### config.mk
export PLATFORM = sky130hd
export DESIGN_NAME = arinc429_tx_scheduler
export DESIGN_NICKNAME = d
export VERILOG_FILES = /design/src/rtl/arinc429_tx_scheduler.sv
export SDC_FILE = /design/constraint.sdc
export NUM_CORES = 1
export LEC_CHECK = 0
export CELL_PAD_IN_SITES_DETAIL_PLACEMENT = 1
export CELL_PAD_IN_SITES_GLOBAL_PLACEMENT = 2
export CORE_MARGIN = 2
export CORE_UTILIZATION = 27
export CTS_CLUSTER_DIAMETER = 50
export CTS_CLUSTER_SIZE = 28
export DETAILED_ROUTE_END_ITERATION = 8
export PLACE_DENSITY_LB_ADDON = 0.2
export SYNTH_ARGS = -nofsm -noshare
export SYNTH_HDL_FRONTEND = slang
export SYNTH_SLANG_ARGS = --single-unit
### constraint.sdc
create_clock -name i_clk -period 5.8 [get_ports i_clk]
set_clock_uncertainty 0.15 [all_clocks]
set_input_delay 1.16 -clock i_clk [delete_from_list [all_inputs] [get_ports i_clk]]
set_output_delay 1.16 -clock i_clk [all_outputs]
set_load 0.05 [all_outputs]
### src/rtl/arinc429_tx_scheduler.sv
// Round-robin scheduler sharing one ARINC 429 TX engine among N_REQ word sources.
// Define ARINC429_PARITY_EN to generate odd parity into bit 31 of the outgoing word.
module arinc429_tx_scheduler #(
  parameter int N_REQ    = 4,
  parameter int DIV_HI   = 500,
  parameter int DIV_LO   = 4000,
  parameter int GAP_BITS = 4,
  parameter int ACK_TMO  = 16
) (
  input  logic                  i_clk,
  input  logic                  i_reset_n,
  input  logic                  i_enable,
  input  logic                  i_speed,
  input  logic [N_REQ-1:0]      i_req,
  input  logic [N_REQ*32-1:0]   i_word,
  output logic [N_REQ-1:0]      o_gnt,
  output logic                  o_tx_start,
  output logic [31:0]           o_tx_word,
  output logic                  o_tx_speed,
  input  logic                  i_tx_busy,
  output logic [2:0]            o_cur_src,
  output logic                  o_idle,
  output logic                  o_err
);

  localparam int IDX_W = $clog2(N_REQ);
  localparam int GAP_W = $clog2(GAP_BITS*DIV_LO+1);
  localparam int ACK_W = $clog2(ACK_TMO+1);
  localparam logic [GAP_W-1:0] GAP_LD_HI = GAP_W'(GAP_BITS*DIV_HI-1);
  localparam logic [GAP_W-1:0] GAP_LD_LO = GAP_W'(GAP_BITS*DIV_LO-1);

  typedef enum logic [2:0] {
    ST_IDLE     = 3'd0,
    ST_ARB      = 3'd1,
    ST_LOAD     = 3'd2,
    ST_WAIT_ACK = 3'd3,
    ST_TX       = 3'd4,
    ST_GAP      = 3'd5
  } state_t;

  state_t             state_r;
  logic [2:0]         ptr_r;
  logic [GAP_W-1:0]   gap_cnt_r;
  logic [ACK_W-1:0]   ack_cnt_r;

  logic [N_REQ-1:0]   rot_s;
  logic [2:0]         win_off_s;
  logic [3:0]         sum_s;
  logic [2:0]         win_idx_s;
  logic [2:0]         ptr_nxt_s;
  logic               win_vld_s;
  logic [N_REQ-1:0]   gnt_s;
  logic [255:0]       word_pad_s;
  logic [31:0]        word_sel_s;
  logic [GAP_W-1:0]   gap_ld_s;

  function automatic logic [31:0] apply_parity(input logic [31:0] w);
`ifdef ARINC429_PARITY_EN
    apply_parity = {~^w[30:0], w[30:0]};
`else
    apply_parity = w;
`endif
  endfunction

  // Rotating-priority search: lowest set request at or above the RR pointer wins
  always_comb begin
    rot_s     = N_REQ'({i_req, i_req} >> ptr_r);
    win_off_s = 3'd0;
    for (int k = N_REQ-1; k >= 0; k--) begin
      win_off_s = rot_s[k[IDX_W-1:0]] ? 3'(k) : win_off_s;
    end
    sum_s      = {1'b0, ptr_r} + {1'b0, win_off_s};
    win_idx_s  = (sum_s >= 4'(N_REQ)) ? 3'(sum_s - 4'(N_REQ)) : sum_s[2:0];
    ptr_nxt_s  = (win_idx_s == 3'(N_REQ-1)) ? 3'd0 : win_idx_s + 3'd1;
    win_vld_s  = |i_req;
    gnt_s      = {{(N_REQ-1){1'b0}}, 1'b1} << win_idx_s;
    word_pad_s = 256'(i_word);
    word_sel_s = word_pad_s[{win_idx_s, 5'd0} +: 32];
    gap_ld_s   = o_tx_speed ? GAP_LD_LO : GAP_LD_HI;
  end

  // Scheduler FSM with all outputs registered
  always_ff @(posedge i_clk or negedge i_reset_n) begin
    if (!i_reset_n) begin
      state_r    <= ST_IDLE;
      ptr_r      <= 3'd0;
      gap_cnt_r  <= '0;
      ack_cnt_r  <= '0;
      o_gnt      <= '0;
      o_tx_start <= 1'b0;
      o_tx_word  <= 32'd0;
      o_tx_speed <= 1'b0;
      o_cur_src  <= 3'd0;
      o_idle     <= 1'b1;
      o_err      <= 1'b0;
    end else begin
      o_gnt      <= '0;
      o_tx_start <= 1'b0;
      o_err      <= 1'b0;
      case (state_r)
        ST_IDLE: begin
          if (i_enable && win_vld_s) begin
            state_r <= ST_ARB;
            o_idle  <= 1'b0;
          end else begin
            o_idle  <= 1'b1;
          end
        end
        ST_ARB: begin
          if (win_vld_s) begin
            state_r    <= ST_LOAD;
            ptr_r      <= ptr_nxt_s;
            o_gnt      <= gnt_s;
            o_tx_start <= 1'b1;
            o_tx_word  <= apply_parity(word_sel_s);
            o_tx_speed <= i_speed;
            o_cur_src  <= win_idx_s;
            ack_cnt_r  <= '0;
          end else begin
            // request withdrawn before arbitration: back off without a grant
            state_r <= ST_IDLE;
            o_idle  <= 1'b1;
          end
        end
        ST_LOAD: begin
          state_r   <= ST_WAIT_ACK;
          ack_cnt_r <= ACK_W'(1);
        end
        ST_WAIT_ACK: begin
          if (i_tx_busy) begin
            state_r <= ST_TX;
          end else if (ack_cnt_r == ACK_W'(ACK_TMO-1)) begin
            // engine never acknowledged: drop the word, still honour the gap
            o_err     <= 1'b1;
            state_r   <= ST_GAP;
            gap_cnt_r <= gap_ld_s;
          end else begin
            ack_cnt_r <= ack_cnt_r + ACK_W'(1);
          end
        end
        ST_TX: begin
          if (!i_tx_busy) begin
            state_r   <= ST_GAP;
            gap_cnt_r <= gap_ld_s;
          end else begin
            state_r   <= ST_TX;
          end
        end
        ST_GAP: begin
          if (gap_cnt_r == '0) begin
            state_r <= ST_IDLE;
            o_idle  <= 1'b1;
          end else begin
            gap_cnt_r <= gap_cnt_r - GAP_W'(1);
          end
        end
        default: begin
          state_r <= ST_IDLE;
          o_idle  <= 1'b1;
        end
      endcase
    end
  end

endmodule

Yosys cells after proc, flatten, opt, wreduce, memory -nomap -nowiden:

Index checks and enable logic that the tools add are counted.

* input bits: 137
* word-level logic and storage cells: 84
* register bits: 68

* shift-type cells: 3
* bitwise operators: 1
* reductions and logical operators: 12
* add/sub/neg operators: 5
* equal/unequal tests: 17
* muxes and demuxes: 34
* magnitude comparators: 1

Operators by type and width (count)
* $shiftx 256x9->32: 1
* $mux 14: 5
* $pmux 14 s3: 1
* $mux 3: 6
* $ne 2x2->1 const B: 9
* $pmux 3 s6: 1
* $mux 5: 3
* $pmux 5 s3: 1
* $logic_not 14->1: 1
* $sub 14x1->14 const B: 1
* $mux 2: 5
* $eq 3x2->1 const B: 3
* $mux 1: 9
* $mux 4: 2
* $shr 8x3->4: 1
* $eq 3x3->1 const B: 2
* $reduce_and 3->1: 2
* $reduce_bool 3->1: 2
* $add 5x1->5 const B: 1
* $eq 5x4->1 const B: 1
* $reduce_and 5->1: 1
* $add 3x2->4: 1
* $ge 4x3->1 const B: 1
* $pmux 1 s4: 1
* other kinds (12): 12

Depth between registers and ports, before layout:

* depth in word-level cells: 11
* depth in mapped cells: 13
* gate-level depth less buffers: 10

Worst setup path before layout:

OpenSTA, ideal clock, no wires.

* path type: input to register
* start: in i_req[2]
* end: reg o_tx_word[0]
* data arrival time: 3496 ps
* setup slack: 2033 ps
* data required time: 5529 ps
* stages on the path: 10
* library setup time: 121 ps
* buffers on the path: 2
* path through: o21ai_0 > a21oi_1 > a211oi_1 > o22ai_1 > ha_1 > fa_1 > clkbuf_1 > clkbuf_1 > mux4_2 > a22o_1

* longest elaborated chain between the ends: 9
* elaborated cells between the ends (all ways): 12

Ends and longest elaborated chain
* start: declaration: line 14 `input logic [N_REQ-1:0] i_req,`
* $shr 8x3->4 *: line 67 `rot_s = N_REQ'({i_req, i_req} >> ptr_r);`
* $mux 2 (3 in a row): line 70 `win_off_s = rot_s[k[IDX_W-1:0]] ? 3'(k) : win_off_s;`
* $mux 2 *: line 70
* $add 3x2->4 *: line 72 `sum_s = {1'b0, ptr_r} + {1'b0, win_off_s};`
* net sum_s[1]: line 48 `logic [3:0] sum_s;`
* $ge 4x3->1 or $sub 3x3->3 (tied branches): line 73 `win_idx_s = (sum_s >= 4'(N_REQ)) ? 3'(sum_s - 4'(N_REQ)) : sum_s[2:0];`
* $mux 3 *: line 73
* $shiftx 256x9->32 *: line 78 `word_sel_s = word_pad_s[{win_idx_s, 5'd0} +: 32];`
* end signal: assignment: line 115 `o_tx_word <= apply_parity(word_sel_s);`
* end: declaration: line 18 `output logic [31:0] o_tx_word,`

The timed path passes the listed nets; every way through them passes the cells marked *.
A chain may end at the register's enable or synchronous reset.

Worst setup path in the final report:

* start: in i_req[0]
* end: reg o_tx_word[16]

The elaborated chain is that of the path after synthesis.

==> metrics.yaml <==
vdd_ir_drop_max_mv: 0.273
critPathSlowestCell: "ha_2"
drv_cap: 0
syn_to_final_growth_pct: 57.6
drc: 0
post_cts_resized: 0
setup_viol: 0
clockRootBuffer: "clkbuf_16"
rr_worst_depth: 9
slowest_delay_ps: 830
crit_chain: "clkdlybuf4s50_1 -> nor2_1 -> nand2_1 -> a21oi_1 -> a211oi_1 -> o22ai_1 -> ha_2 -> buf_4 -> mux4_2 -> a22o_1"
post_drt_wl_per_cell_um: 18.7
fillCellCount: 1553
grt_pass1_wl_mm: 21.1
clk_pin_slew_ps: 50
worst_pin_slew_ps: 893
cts_made_buffers: 9
syn-num-nets: 483
diodes: 0
report.final.slew_viol_count: 0
core_area_um2: 14400
hold_violations: 0
worst_setup_path_start_kind: "input pin"
synth_warnings: 0
tns_ps: 0
vias: 3572
ys_top_cells_by_count: "dfrtp_1, a22o_1, mux4_2"
globalRouteOverflowTotal: 0
post_cts_buffers: 0
cts.sinks: 68
drive_gt1_frac: 0.136
async_flop_share: 1.00
crit_path_end_kind: "flop"
period_needed_ps: 4190
powerDensity_nw_per_um2: 619
post_synth_num_cell_types: 57
post-place-cells: 681
relSlewSlack: 0.405
synth_most_common_cell: "dfrtp_1"
post-route-period-util: 0.723
status: "finished, final reports clean"
wl_mm: 13.1
crit_family: "buffers and inverters"
drtAntennaViolNets: 0
globalRouteTotalUtil: 0.171
seq_area_frac_synth: 0.432
p_leak_nw: 2.50
synth_top_area_cell: "dfrtp_1"
r2r_start: "ptr_r[0]"
dpl.hpwl_mm: 10.2
gp_congestion: 0.823
first_iter_violations: 105
insertion_delay_ps: 330
ys_ff_latch: 68
clock.fmax_mhz: 239
r2r_slack_ps: 2390
worstHoldPathCells: 2
cts_tree: "built"
avgSynthCellArea_um2: 11.7
hold_end: "o_cur_src[0]"
antenna_found_initial: 0
netlist_area_um2: 3940
initial_core_util: 0.273
syn_inst: 336
nNetsFinal: 655
timing.rr.end: "o_tx_word[16]"
grt_start_max_net_pins: 69
cts_hold_buf: 0
synth_ff_type: "dfrtp_1"
htreeDepth: 3
dr.pass1.iters: 4
synthTopCellsByArea: "dfrtp_1, mux4_2, a22o_1"
path_max_fanout: 23
critPathBufInv: 2
cp.arrival_ps: 4250
crit_type: "input pin to flop"
hp-class: "flop to flop"
core.rowCount: 44
yosys.area.top_type_share: 0.425
ios: 180
final_cells: 697
cts_buffer_depth: 2
grt_pass1_vias: 3988
cp_data_required_time_ps: 5860
io_buffers: 179
die_area_um2: 15600
synth_edf_count: 0
die_height_um: 125
rsz0062_at_grt: "no"
die_x_um: 125
min_from: "o_cur_src[0]"
vias_per_cell: 5.12
[layout by cell type (no fill, tap or decap), drive strengths merged, types with 2 or more instances in the layout]
master,count
ha,9
a31oi,3
buf,7
nor3,6
mux4,32
o31ai,5
a21oi,12
and3,6
or4,2
xnor2,2
nand2b,2
clkinv,4
nor2,11
o41ai,2
a2111oi,2
nand2,24
a22o,36
nor2b,3
o21ai,20
clkdlybuf4s50,178
or3,6
or2,3
o22ai,4
nand3b,2
nand3,4
a21o,2
inv,17
clkbuf,11
a22oi,2
dfrtp,67
nor4,6
o211ai,3
[per-stage QoR]
step	instance area [um2]	setup WS, ps	util	power (mW)	hold slack, ps
after detailed placement	5910	1220	0.410	3.34	314
after floorplan	3940	2030	-	2.60	288
final	6210	1610	0.431	3.85	330
after CTS	6210	1560	0.431	3.92	328
after global routing	6210	1270	0.431	4.11	351
after global placement	5910	1270	0.410	3.31	316
[how the worst max path moves through the flow]
stage / start / to / slack [ps] / depth (start not counted)
global placement: i_req[0] / o_tx_word[18] / 1270 / 10
detailed placement: i_req[0] / o_tx_word[16] / 1220 / 10
finish: i_req[0] / o_tx_word[16] / 1610 / 10
global route: i_req[1] / o_tx_word[16] / 1270 / 10
CTS: i_req[0] / o_tx_word[16] / 1560 / 10
floorplan: i_req[2] / o_tx_word[0] / 2030 / 10
[power breakdown]
group | internal, mW | switching [mW]
combinational | 1.11 | 1.31
clock | 0.353 | 0.206
sequential | 0.683 | 0.185
[worst reg2reg max path: cells and delay by family, from the launching register on]
kind	cells	cell delay [ps]
adder cells (fa/ha/maj)	1	830
AO/OA/AOI/OAI	5	740
multiplexers	1	520
flip-flops	1	500
buffers and inverters	1	350
AND/OR/NAND/NOR	1	210
[registers in the layout, indices dropped and copies added, names as in the netlist]
name,cells
o_cur_src,3
ptr_r,3
o_gnt,4
gap_cnt_r,14
o_tx_speed,1
o_err,1
o_idle,1
ack_cnt_r,5
state_r,3
o_tx_word,32
o_tx_start,1
[cell families after synthesis]
kind of cell               Yosys count  share of synthesized area
AOI/OAI and AO/OA                  102                      0.191
and+or+nand+nor                     80                      0.114
DFF                                 68                      0.432
buffers and inverters               41                     0.0406
muxes                               33                      0.185
adders and majority gates           10                     0.0336
xor gates and xnor gates             2                    0.00444
[routing by layer]
layer  vias to the layer above  global-route usage  wire [um]
li1                       1651                   -          -
met1                      1783               0.200       5230
met2                       125               0.304       6790
met3                        13              0.0464        846
met4                         0              0.0575        193
met5                         -                   0          0
[cell type report]
class	instances	area [um2]	area share
repair buffers	185	1830	0.295
multi-input cells	227	2080	0.335
clock buffers	11	253	0.0407
well taps	184	230	0.0370
inverters	17	63.8	0.0103
clock inverters	5	50.0	0.00805
flip-flops and latches	68	1700	0.274
(Power assumes the default switching activity.)
